<file path="config.mk">
export PLATFORM = sky130hd
export DESIGN_NAME = adc_deser_aligned
export DESIGN_NICKNAME = d
export VERILOG_FILES = /design/src/rtl/adc_deser_pkg.sv /design/src/rtl/adc_deser_lane.sv /design/src/rtl/adc_deser_aligned.sv
export SDC_FILE = /design/constraint.sdc
export NUM_CORES = 1
export LEC_CHECK = 0
export ABC_AREA = 1
export CAP_MARGIN = 20
export CORE_ASPECT_RATIO = 1.4
export CORE_MARGIN = 2
export CORE_UTILIZATION = 50
export DETAILED_ROUTE_END_ITERATION = 8
export PLACE_DENSITY = 0.86
export SLEW_MARGIN = 40
export SYNTH_ARGS = -nofsm -noshare
export SYNTH_HDL_FRONTEND = slang
export SYNTH_HIERARCHICAL = 1
export SYNTH_SLANG_ARGS = --single-unit
</file>
<file path="constraint.sdc">
create_clock -name d_clk -period 7.56 [get_ports d_clk]
set_input_delay 0.756 -clock d_clk [delete_from_list [all_inputs] [get_ports d_clk]]
set_output_delay 0.756 -clock d_clk [all_outputs]
set_load 0.02 [all_outputs]
</file>
<file path="src/rtl/adc_deser_pkg.sv">
// Shared types and helpers for the aligned multi-channel ADC deserializer.
package adc_deser_pkg;

    localparam int ERRCNT_W = 16;

    typedef enum logic [1:0] {
        HUNT   = 2'd0,
        VERIFY = 2'd1,
        LOCKED = 2'd2
    } deser_state_t;

    // Frame pattern with the upper half of the word ones and the lower half zeros.
    function automatic logic [15:0] default_frm_pat(input int bits);
        logic [15:0] pat;
        pat = 16'd0;
        for (int i = 0; i < 16; i++) begin
            if ((i >= bits / 2) && (i < bits)) begin
                pat[i] = 1'b1;
            end else begin
                pat[i] = 1'b0;
            end
        end
        return pat;
    endfunction

    function automatic logic [15:0] bitrev(input logic [15:0] word, input int bits);
        logic [15:0] rev;
        rev = 16'd0;
        for (int i = 0; i < 16; i++) begin
            if (i < bits) begin
                rev[i] = word[bits - 1 - i];
            end else begin
                rev[i] = 1'b0;
            end
        end
        return rev;
    endfunction

endpackage

</file>
<file path="src/rtl/adc_deser_lane.sv">
// One serial data channel: shift register, bit-order handling and parallel output register.
module adc_deser_lane
    import adc_deser_pkg::*;
#(
    parameter int BITS      = 12,
    parameter int MSB_FIRST = 1
) (
    input  logic            d_clk,
    input  logic            rst_n,
    input  logic            ser_in,
    input  logic            load,
    output logic [BITS-1:0] dat
);

    logic [BITS-2:0] shift_r;
    logic [BITS-1:0] raw_s;
    logic [BITS-1:0] word_s;
    logic [BITS-1:0] dat_r;

    // Earliest received bit ends up in the MSB of raw_s.
    assign raw_s  = {shift_r, ser_in};
    assign word_s = (MSB_FIRST != 0) ? raw_s : BITS'(bitrev(16'(raw_s), BITS));
    assign dat    = dat_r;

    // Serial capture shifts every cycle; the output word only updates on load.
    always_ff @(posedge d_clk or negedge rst_n) begin
        if (!rst_n) begin
            shift_r <= {(BITS-1){1'b0}};
            dat_r   <= {BITS{1'b0}};
        end else begin
            shift_r <= raw_s[BITS-2:0];
            if (load) begin
                dat_r <= word_s;
            end else begin
                dat_r <= dat_r;
            end
        end
    end

endmodule

</file>
<file path="src/rtl/adc_deser_aligned.sv">
// Multi-channel serial ADC deserializer with frame-based word alignment (bit slip, lock/unlock).
// Optional mismatch counter enabled by defining ADC_DESER_ERRCNT_EN; otherwise err_cnt is tied to 0.
module adc_deser_aligned
    import adc_deser_pkg::*;
#(
    parameter int              N_CH       = 4,
    parameter int              BITS       = 12,
    parameter int              MSB_FIRST  = 1,
    parameter logic [BITS-1:0] FRM_PAT    = BITS'(default_frm_pat(BITS)),
    parameter int              LOCK_CNT   = 4,
    parameter int              UNLOCK_CNT = 2
) (
    input  logic                     d_clk,
    input  logic                     rst_n,
    input  logic [N_CH-1:0]          ser_dat,
    input  logic                     ser_frm,
    input  logic                     align_req,
    output logic [N_CH*BITS-1:0]     dat,
    output logic                     dat_valid,
    output logic                     locked,
    output logic [$clog2(BITS)-1:0]  slip_cnt,
    output logic [ERRCNT_W-1:0]      err_cnt
);

    localparam int CNT_W = $clog2(BITS);

    deser_state_t    state_r;
    deser_state_t    state_s;
    logic [CNT_W-1:0] bcnt_r;
    logic            slip_hold_r;
    logic [3:0]      mcnt_r;
    logic [3:0]      mcnt_s;
    logic [3:0]      ucnt_r;
    logic [3:0]      ucnt_s;
    logic [BITS-2:0] frm_shift_r;
    logic [BITS-1:0] frm_raw_s;
    logic [BITS-1:0] frm_word_s;
    logic            boundary_s;
    logic            match_s;
    logic            slip_s;
    logic            load_s;
    logic            dat_valid_r;
    logic            locked_r;
    logic [CNT_W-1:0] slip_cnt_r;

    assign frm_raw_s  = {frm_shift_r, ser_frm};
    assign frm_word_s = (MSB_FIRST != 0) ? frm_raw_s : BITS'(bitrev(16'(frm_raw_s), BITS));
    assign boundary_s = (bcnt_r == CNT_W'(BITS - 1));
    assign match_s    = (frm_word_s == FRM_PAT);

    // Frame shift register and bit counter; a slip holds the counter at zero one extra cycle.
    always_ff @(posedge d_clk or negedge rst_n) begin
        if (!rst_n) begin
            frm_shift_r <= {(BITS-1){1'b0}};
            bcnt_r      <= {CNT_W{1'b0}};
            slip_hold_r <= 1'b0;
        end else begin
            frm_shift_r <= frm_raw_s[BITS-2:0];
            if (slip_hold_r) begin
                bcnt_r      <= {CNT_W{1'b0}};
                slip_hold_r <= 1'b0;
            end else if (boundary_s) begin
                bcnt_r      <= {CNT_W{1'b0}};
                slip_hold_r <= slip_s;
            end else begin
                bcnt_r      <= bcnt_r + CNT_W'(1);
                slip_hold_r <= 1'b0;
            end
        end
    end

    // Alignment FSM next state; align_req overrides anything happening at a boundary.
    always_comb begin
        state_s = state_r;
        mcnt_s  = mcnt_r;
        ucnt_s  = ucnt_r;
        slip_s  = 1'b0;
        load_s  = 1'b0;
        if (align_req) begin
            state_s = HUNT;
            mcnt_s  = 4'd0;
            ucnt_s  = 4'd0;
        end else if (boundary_s) begin
            case (state_r)
                HUNT: begin
                    if (match_s) begin
                        mcnt_s  = 4'd1;
                        state_s = (LOCK_CNT == 1) ? LOCKED : VERIFY;
                    end else begin
                        slip_s = 1'b1;
                    end
                end
                VERIFY: begin
                    if (match_s) begin
                        mcnt_s = mcnt_r + 4'd1;
                        if (mcnt_s >= 4'(LOCK_CNT)) begin
                            state_s = LOCKED;
                            ucnt_s  = 4'd0;
                        end else begin
                            state_s = VERIFY;
                        end
                    end else begin
                        slip_s  = 1'b1;
                        mcnt_s  = 4'd0;
                        state_s = HUNT;
                    end
                end
                LOCKED: begin
                    load_s = 1'b1;
                    if (match_s) begin
                        ucnt_s = 4'd0;
                    end else if ((ucnt_r + 4'd1) >= 4'(UNLOCK_CNT)) begin
                        state_s = HUNT;
                        ucnt_s  = 4'd0;
                        mcnt_s  = 4'd0;
                    end else begin
                        ucnt_s = ucnt_r + 4'd1;
                    end
                end
                default: begin
                    state_s = HUNT;
                    mcnt_s  = 4'd0;
                    ucnt_s  = 4'd0;
                end
            endcase
        end else begin
            state_s = state_r;
        end
    end

    // FSM state, match counters and registered status outputs.
    always_ff @(posedge d_clk or negedge rst_n) begin
        if (!rst_n) begin
            state_r     <= HUNT;
            mcnt_r      <= 4'd0;
            ucnt_r      <= 4'd0;
            dat_valid_r <= 1'b0;
            locked_r    <= 1'b0;
            slip_cnt_r  <= {CNT_W{1'b0}};
        end else begin
            state_r     <= state_s;
            mcnt_r      <= mcnt_s;
            ucnt_r      <= ucnt_s;
            dat_valid_r <= load_s;
            locked_r    <= (state_s == LOCKED);
            if (align_req) begin
                slip_cnt_r <= {CNT_W{1'b0}};
            end else if (slip_s) begin
                slip_cnt_r <= (slip_cnt_r == CNT_W'(BITS - 1)) ? {CNT_W{1'b0}}
                                                                : slip_cnt_r + CNT_W'(1);
            end else begin
                slip_cnt_r <= slip_cnt_r;
            end
        end
    end

`ifdef ADC_DESER_ERRCNT_EN
    logic [ERRCNT_W-1:0] err_cnt_r;
    logic                err_inc_s;

    assign err_inc_s = boundary_s && !align_req && (state_r == LOCKED) && !match_s;

    // Saturating count of frame mismatches seen while locked.
    always_ff @(posedge d_clk or negedge rst_n) begin
        if (!rst_n) begin
            err_cnt_r <= {ERRCNT_W{1'b0}};
        end else if (err_inc_s && (err_cnt_r != {ERRCNT_W{1'b1}})) begin
            err_cnt_r <= err_cnt_r + ERRCNT_W'(1);
        end else begin
            err_cnt_r <= err_cnt_r;
        end
    end

    assign err_cnt = err_cnt_r;
`else
    assign err_cnt = {ERRCNT_W{1'b0}};
`endif

    assign dat_valid = dat_valid_r;
    assign locked    = locked_r;
    assign slip_cnt  = slip_cnt_r;

    genvar k;
    for (k = 0; k < N_CH; k++) begin : g_lane
        adc_deser_lane #(
            .BITS      (BITS),
            .MSB_FIRST (MSB_FIRST)
        ) u_lane (
            .d_clk  (d_clk),
            .rst_n  (rst_n),
            .ser_in (ser_dat[k]),
            .load   (load_s),
            .dat    (dat[k*BITS +: BITS])
        );
    end

endmodule

</file>
* Yosys cells after proc, flatten, opt, wreduce, memory -nomap -nowiden
Cells that the tools add are included.
** Word-level totals
- Bits in registers :: 124
- Output and inout bits :: 70
- Input port bits :: 8
- Word-level logic and storage cells :: 77
** Cells by class
- Muxes and demuxes :: 36
- Add/subtract/negate cells :: 4
- Equal/unequal tests :: 12
- Reduce and logical (&&, ||, !) cells :: 6
- Order comparisons :: 2
** Operator list (count)
- $mux W4 :: 17
- $pmux W4 S3 :: 2
- $add A4 B1 Y4 const B :: 4
- $ne A3 B3 Y1 const B :: 5
- $mux W2 :: 7
- $eq A12 B12 Y1 const B :: 1
- $mux W1 :: 9
- $eq A4 B4 Y1 const B :: 2
- $reduce_and A4 Y1 :: 2
- $pmux W2 S3 :: 1
- $eq A2 B2 Y1 const B :: 2
- $ge A4 B2 Y1 const B :: 1
- $ge A4 B3 Y1 const B :: 1
- $reduce_bool A2 Y1 :: 2
- $eq A2 B1 Y1 const B :: 1
- $logic_not A2 Y1 :: 1
- $ne A2 B2 Y1 const B :: 1
- $reduce_or A2 Y1 :: 1

* Longest topological paths before layout
Gate-level depths: netlist (run 1).
- Depth in word-level cells :: 8
- Depth in mapped cells :: 12
- Gate-level depth less buffers :: 12

* By module
Netlist (run 1), hierarchy kept.
** Modules (own cells, without submodules)
- adc_deser_lane :: cells an instance 62, seq. area each 575.6 um^2, area an instance 733.2 um^2, times used 4
- adc_deser_aligned :: cells an instance 193, seq. area each 800.8 um^2, area an instance 1666.6 um^2, times used 1

* Worst setup path before layout (run 1)
Ideal clock, no wire load.
- Kind :: in2reg
- Start point :: in align_req
- End point :: reg g_lane[0].u_lane.dat_r[0]
- Slack :: 4.779 ns
- Arrival :: 2.716 ns
- Path buffers :: 1
- Stages :: 4
- Setup time :: 0.065 ns
- Required time :: 7.495 ns
- Path through :: nor4_1 buf_4 nand2_1 nand2_1
** On the way
- Word-level cells in the longest chain between the ends :: 1
** Ends and longest elaborated chain
- start, declared :: line adc_deser_aligned.sv:17 : input logic align_req,
- $mux W1 :: line adc_deser_aligned.sv:79 : if (align_req) begin
- end signal, assigned :: line adc_deser_lane.sv:29 : dat_r <= {BITS{1'b0}};
- end signal, assigned :: line adc_deser_lane.sv:33 : dat_r <= word_s;
- end signal, assigned :: line adc_deser_lane.sv:35 : dat_r <= dat_r;
- end, declared :: line adc_deser_lane.sv:18 : logic [BITS-1:0] dat_r;
Every way passes these cells.
A chain may end at the register's enable or synchronous reset.

* Worst setup path in the final report (run 1)
- Start point :: reg slip_cnt_r[3], in the netlist slip_cnt[3]
- End point :: out slip_cnt[3]
** RTL lines
- start, declared :: line adc_deser_aligned.sv:44 : logic [CNT_W-1:0] slip_cnt_r;
- start signal, assigned :: line adc_deser_aligned.sv:139 : slip_cnt_r <= {CNT_W{1'b0}};
- start signal, assigned :: line adc_deser_aligned.sv:147 : slip_cnt_r <= {CNT_W{1'b0}};
- start signal, assigned :: line adc_deser_aligned.sv:149 : slip_cnt_r <= (slip_cnt_r == CNT_W'(BITS - 1)) ? {CNT_W{1'b0}}
- end, declared :: line adc_deser_aligned.sv:21 : output logic [$clog2(BITS)-1:0] slip_cnt,
No word-level cell between the ends.

==> results.sh, run 1 <==
export IMPL_status="finished, final reports clean"
export IMPL_yosysMostFrequentCell="nand2_1"
export IMPL_ff_latch_area_um2=3100
export IMPL_netlist_top_cells_count="nand2_1, dfrtp_1, buf_4, inv_1, nor2_1"
export IMPL_drive_gt1_frac=0.107
export IMPL_critPathBufInv=1
export IMPL_io_buffers=61
export IMPL_path_delay_family="buffers and inverters"
export IMPL_tightest_slew_ns=0.731
export IMPL_synth_area_leaders="dfrtp_1, nand2_1, buf_4"
export IMPL_clock_power_share=0.522
export IMPL_cts_max_level=4
export IMPL_synthArstFlopShare=1.00
export IMPL_first_global_vias=3206
export IMPL_cts_resized_gates=0
export IMPL_netlist_area_um2=4600
export IMPL_cts_clk_slew_worst_paths_ns=0.05
export IMPL_dieArea_um2=9990
export IMPL_core_area_um2=8980
export IMPL_drc=0
export IMPL_regToRegStartpoint="bcnt_r[0]"
export IMPL_insertedDiodeCount=0
export IMPL_insertion_delay_ns=0.41
export IMPL_initial_core_util=0.512
export IMPL_slew_violations=0
export IMPL_num_rows=41
export IMPL_end_kind="output pin"
export IMPL_rsz0062_at_grt="no"
export IMPL_hpwl_um=5510
export IMPL_max_freq_ghz=0.447
export IMPL_critPathKind="flip-flop to output pin"
export IMPL_sequentialPowerShare=0.427
export IMPL_crit_fanout=5
export IMPL_cts_buffers=17
export IMPL_hold_violations=0
export IMPL_area_delta_synth_final_pct=27.3
export IMPL_crit_chain="clkdlybuf4s50_1"
export IMPL_postCtsHoldBufs=0
export IMPL_wire_per_inst_um=13.9
export IMPL_syn_avg_cell_area_um2=10.4
export IMPL_start_kind="flip-flop"
export IMPL_dieWidth_um=85.1
export IMPL_r2r_setup_slack_ns=5.56
export IMPL_skew_ns=0.0113
export IMPL_maxSlewHeadroom=0.513
export IMPL_vdd_ir_drop_max_mv=0.218
export IMPL_yosysTopAreaCell="dfrtp_1"
export IMPL_antenna_found_initial=0
export IMPL_overflow=0
export IMPL_multiInputGateArea_um2=1240
export IMPL_fin_crit_sh=0.296
export IMPL_grt_pass1_wl_um=15000
export IMPL_grt_usage=0.191
export IMPL_cpMaxStageDelayCell="clkdlybuf4s50_1"
export IMPL_power_net_switching_mw=0.358
export IMPL_slowest_delay_ns=0.65
export IMPL_fin_crit_ns=2.24
export IMPL_ys_ff_latch=124
export IMPL_crit_arrival_ns=1.48
export IMPL_ios=78
export IMPL_p_comb_frac=0.052
export IMPL_synthDistinctLibCells=25
export IMPL_p_leak_nw=2.98
export IMPL_viasPerCell=4.97
export IMPL_yosysTopAreaCellShare=0.675
export IMPL_p_per_area_nw_per_um2=287
export IMPL_cts_path_max_buffers=2
export IMPL_internal_power_mw=1.32
export IMPL_cts_root_buf="clkbuf_16"
export IMPL_synth_enable_flop_cells=0
export IMPL_ys_flop_type="dfrtp_1"
export IMPL_startpoint="slip_cnt[3]"
export IMPL_finalSetupTns_ns=0
export IMPL_fin_area_um2=5850
export IMPL_final_antenna_net_count=0
export IMPL_regToRegEndpoint="g_lane[2].u_lane/dat[3]"
export IMPL_first_iter_violations=153
export IMPL_ys_warn_count=6
export IMPL_grt_max_degree=87
export IMPL_min_path_type="input port to asynchronous set/reset pin"
export IMPL_ys_seq_area_frac=0.675
export IMPL_fin_nets=525
export IMPL_placed_cell_area_um2=5210
export IMPL_vias=3128
export IMPL_reg2reg_depth=7
export IMPL_setup_viol=0
export IMPL_drt_pass1_iter_count=4
export IMPL_synth_cells=441
export IMPL_swShare=0.213
export IMPL_worstSetupEndpoint="slip_cnt[3]"
export IMPL_die_h_um=117
export IMPL_clkSinkCount=124
export IMPL_wirelength_um=8750
export IMPL_post_cts_buffers=0
export IMPL_cap_viol_max_count=0
export IMPL_crit_required_ns=6.80
export IMPL_cts_tree="done"
export IMPL_nFillCells=639
export IMPL_crit_cells=1
export IMPL_globalplace_congestion=0.815
[power groups by stage]
stage | sequential [mW] | combinational (mW) | clock, mW
final | 0.717 | 0.0870 | 0.878
after CTS | 0.718 | 0.0890 | 0.894
after global routing | 0.721 | 0.0992 | 0.925
after global placement | 0.726 | 0.0818 | 0
after floorplan | 0.725 | 0.0587 | 0
after detailed placement | 0.728 | 0.0866 | 0
[routing by layer]
layer  share of wire  track usage  wire (µm)
met1            0.41        0.238       3630
met2            0.53        0.314       4630
met3           0.049       0.0596        428
met4          0.0065       0.0625         57
met5               0            0          0
[flip-flops by register name (all words and copies together) (netlist names)]
signal                 count
g_lane.u_lane/dat         48
g_lane.u_lane/shift_r     44
frm_shift_r               11
bcnt_r                     4
mcnt_r                     4
slip_cnt                   4
ucnt_r                     4
state_r                    2
dat_valid                  1
locked                     1
slip_hold_r                1
[cells by family (layout without fill, tap and decap cells)]
kind of cell               Yosys count  after routing  synth area share
other                                1             16          0.000815
and+or+nand+nor                    243            243             0.223
buffers and inverters               55            122            0.0702
AOI/OAI and AO/OA                   10             10            0.0122
adders and majority gates            5              5            0.0136
DFF                                124            124             0.675
xor gates and xnor gates             3              3           0.00571
[placed cells by master, fill, tap and decap left out, types with 2 or more instances in the layout]
cell type        instances
clkbuf_8                 2
clkdlybuf4s50_1         60
inv_1                   21
nand3b_4                 2
nand4_1                  5
o21ai_1                  6
nand3_1                 17
dfrtp_1                124
clkbuf_16               17
clkinvlp_4               2
inv_2                    8
ha_1                     5
buf_4                    2
nand2_1                185
a21oi_1                  2
nor2_2                   5
nor2_1                  21
conb_1                  16
clkinv_2                 2
clkinv_4                 2
nand2_2                  3
xor2_1                   2
bufinv_16                5
[through the flow]
step                worst slack (ns)  hold WS, ns  power, mW  cells  utilization
finish                          5.32        0.326       1.68    630        0.652
global placement                5.06        0.358      0.807    600        0.580
global route                    5.22        0.350       1.74    630        0.652
floorplan                       4.78        0.354      0.784    456            -
CTS                             5.29        0.323       1.70    630        0.652
detailed placement              4.96        0.362      0.815    600        0.580
[worst min path at each step]
stage,from,to,slack [ns]
2_1_floorplan,frm_shift_r[5],frm_shift_r[6],0.35
3_3_place_gp,g_lane[1].u_lane/shift_r[0],g_lane[1].u_lane/shift_r[1],0.36
3_5_place_dp,g_lane[0].u_lane/shift_r[8],g_lane[0].u_lane/shift_r[9],0.36
4_1_cts,rst_n,g_lane[3].u_lane/dat[3],0.32
5_1_grt,rst_n,g_lane[3].u_lane/dat[3],0.35
6_report,rst_n,g_lane[3].u_lane/dat[3],0.33
[cell type report]
class                   count  area share
well taps                 107      0.0229
clock buffers              19      0.0774
inverters                  29      0.0186
clock inverters            11      0.0329
repair buffers             63       0.107
flip-flops and latches    124       0.530
multi-input cells         277       0.211
Power figures use the tool's default switching activity.
==> inputs of run 2 (changes only) <==
==> constraint.sdc (replaced) <==
create_clock -name d_clk -period 2.1 [get_ports d_clk]
set_input_delay 0.21 -clock d_clk [delete_from_list [all_inputs] [get_ports d_clk]]
set_output_delay 0.21 -clock d_clk [all_outputs]
set_load 0.02 [all_outputs]
==> run 2 against run 1 <==
  * Register-to-register slack worse by 5.2 ns
  * Clock skew is 0.0053 ns lower
  * Die area did not move
  * Count of clock-buffer cells in the layout grew 2
  * Global-route usage is 0.81 points higher
  * Worst setup slack lost 4.9 ns
  * Non-clock buffer count rose by 2
  * Sequential share of layout area grew 0.35 points
  * Largest cell class unchanged
==> results.sh, run 2 (synthesized netlist as in run 1, its figures left out) <==
export IMPL_status="finished, final reports clean"
export IMPL_start_kind="flip-flop"
export IMPL_p_per_area_nw_per_um2=956
export IMPL_num_rows=41
export IMPL_grt_pass1_wl_um=15500
export IMPL_regToRegEndpoint="g_lane[0].u_lane/dat[4]"
export IMPL_dieArea_um2=9990
export IMPL_skew_ns=0.00598
export IMPL_ios=78
export IMPL_min_to="g_lane[2].u_lane/shift_r[0]"
export IMPL_crit_fanout=53
export IMPL_post_cts_buffers=0
export IMPL_wirelength_um=9010
export IMPL_grt_max_degree=54
export IMPL_insertedDiodeCount=0
export IMPL_setup_viol=0
export IMPL_grt_usage=0.199
export IMPL_fin_crit_ns=1.72
export IMPL_maxSlewHeadroom=0.626
export IMPL_hpwl_um=5860
export IMPL_wire_per_inst_um=14.2
export IMPL_reg2reg_depth=7
export IMPL_regToRegStartpoint="bcnt_r[0]"
export IMPL_viasPerCell=4.96
export IMPL_hold_violations=0
export IMPL_critPathKind="flip-flop to flip-flop"
export IMPL_drive_gt1_frac=0.106
export IMPL_final_antenna_net_count=0
export IMPL_area_delta_synth_final_pct=26.4
export IMPL_final_common_cell="nand2_1"
export IMPL_cts_max_level=4
export IMPL_r2r_setup_slack_ns=0.38
export IMPL_drt_pass1_iter_count=5
export IMPL_overflow=0
export IMPL_tightest_slew_ns=0.560
export IMPL_cts_root_buf="clkbuf_16"
export IMPL_first_global_vias=3307
export IMPL_end_kind="flip-flop"
export IMPL_whs_path_depth=1
export IMPL_final_cell_mix="nand2_1, dfrtp_1, clkdlybuf4s50_1"
export IMPL_min_path_type="input port to flip-flop"
export IMPL_first_iter_violations=132
export IMPL_initial_core_util=0.512
export IMPL_die_h_um=117
export IMPL_cts_clk_slew_worst_paths_ns=0.06
export IMPL_fin_crit_sh=0.817
export IMPL_crit_arrival_ns=2.00
export IMPL_insertion_delay_ns=0.40
export IMPL_slew_violations=0
export IMPL_cts_tree="done"
export IMPL_vdd_ir_drop_max_mv=0.753
export IMPL_worstHoldStart="ser_dat[2]"
export IMPL_io_buffers=61
export IMPL_largest_reg_flops=48
export IMPL_dieWidth_um=85.1
export IMPL_rsz0062_at_grt="no"
export IMPL_crit_required_ns=2.38
export IMPL_max_freq_ghz=0.583
export IMPL_antenna_found_initial=0
export IMPL_fin_nets=527
export IMPL_core_area_um2=8980
export IMPL_cts_path_max_buffers=2
export IMPL_finalSetupTns_ns=0
export IMPL_globalplace_congestion=0.829
export IMPL_cts_buffers=17
export IMPL_cap_viol_max_count=0
export IMPL_utilization=0.648
export IMPL_vias=3144
export IMPL_drc=0
export IMPL_clkSinkCount=124
export IMPL_p_leak_nw=2.94
==> run 2: changes by cell type in the layout (fill, tap and decap cells not counted), sizes merged <==
| cell | change |
|---|---|
| bufinv | -4 |
| clkinvlp | +3 |
| clkbuf | +2 |
| buf | +1 |
| clkinv | +1 |
| dlygate4sd3 | +1 |
==> run 2: cell type report <==
| cell class | count | area, µm² |
|---|---|---|
| Tap cell | 107 | 134 |
| Multi-Input combinational cell | 277 | 1240 |
| Clock buffer | 21 | 450 |
| Fill cell | 668 | 3160 |
| Timing Repair Buffer | 65 | 678 |
| Sequential cell | 124 | 3100 |
| Clock inverter | 11 | 96.3 |
| Inverter | 29 | 109 |
==> run 2: what timing repair did <==
item,CTS,global route
hold endpoints to repair,40,0
endpoints found under the setup margin,0,0
hold buffers,1,0
resized for setup,0,0
==> run 2: worst max-delay path by stage <==
stage / startpoint / endpoint / slack (ns) / cells after the start
after global routing: bcnt_r[0] / g_lane[0].u_lane/dat[2] / 0.27 / 7
after CTS: bcnt_r[0] / g_lane[0].u_lane/dat[4] / 0.37 / 7
after detailed placement: align_req / g_lane[1].u_lane/dat[0] / 0.26 / 6
after floorplan: bcnt_r[0] / g_lane[0].u_lane/dat[10] / 0.07 / 7
final: bcnt_r[0] / g_lane[0].u_lane/dat[4] / 0.38 / 7
after global placement: align_req / g_lane[0].u_lane/dat[0] / 0.33 / 6
==> run 2: critical path: stages (launching register included) <==
cell	delay, ns
dfrtp_1	0.39
ha_1	0.26
nand3b_4	0.13
nor4_4	0.20
buf_12	0.28
inv_2	0.16
nand2_1	0.09
nand2_1	0.06
==> run 2: layer usage <==
metal  GRT usage  routed length, µm  up-vias
li1            -                  -     1473
met1       0.236               3550     1570
met2       0.325               4830       91
met3      0.0757                530       10
met4      0.0764                104        0
met5           0                  0        -
==> run 2: through the flow <==
step	power, mW	cells	setup slack (ns)	hold WS (ns)	instance area, µm²
floorplan	2.82	456	0.0675	-0.0856	4660
global placement	2.92	601	0.332	0.226	5260
detailed placement	2.95	601	0.259	0.236	5260
CTS	5.61	634	0.373	0.258	5820
global route	5.79	634	0.265	0.271	5820
finish	5.56	634	0.385	0.276	5820
==> run 2: where the power goes <==
group,switching [mW],internal (mW)
sequential,0.0828,2.50
clock,0.995,1.65
combinational,0.214,0.118
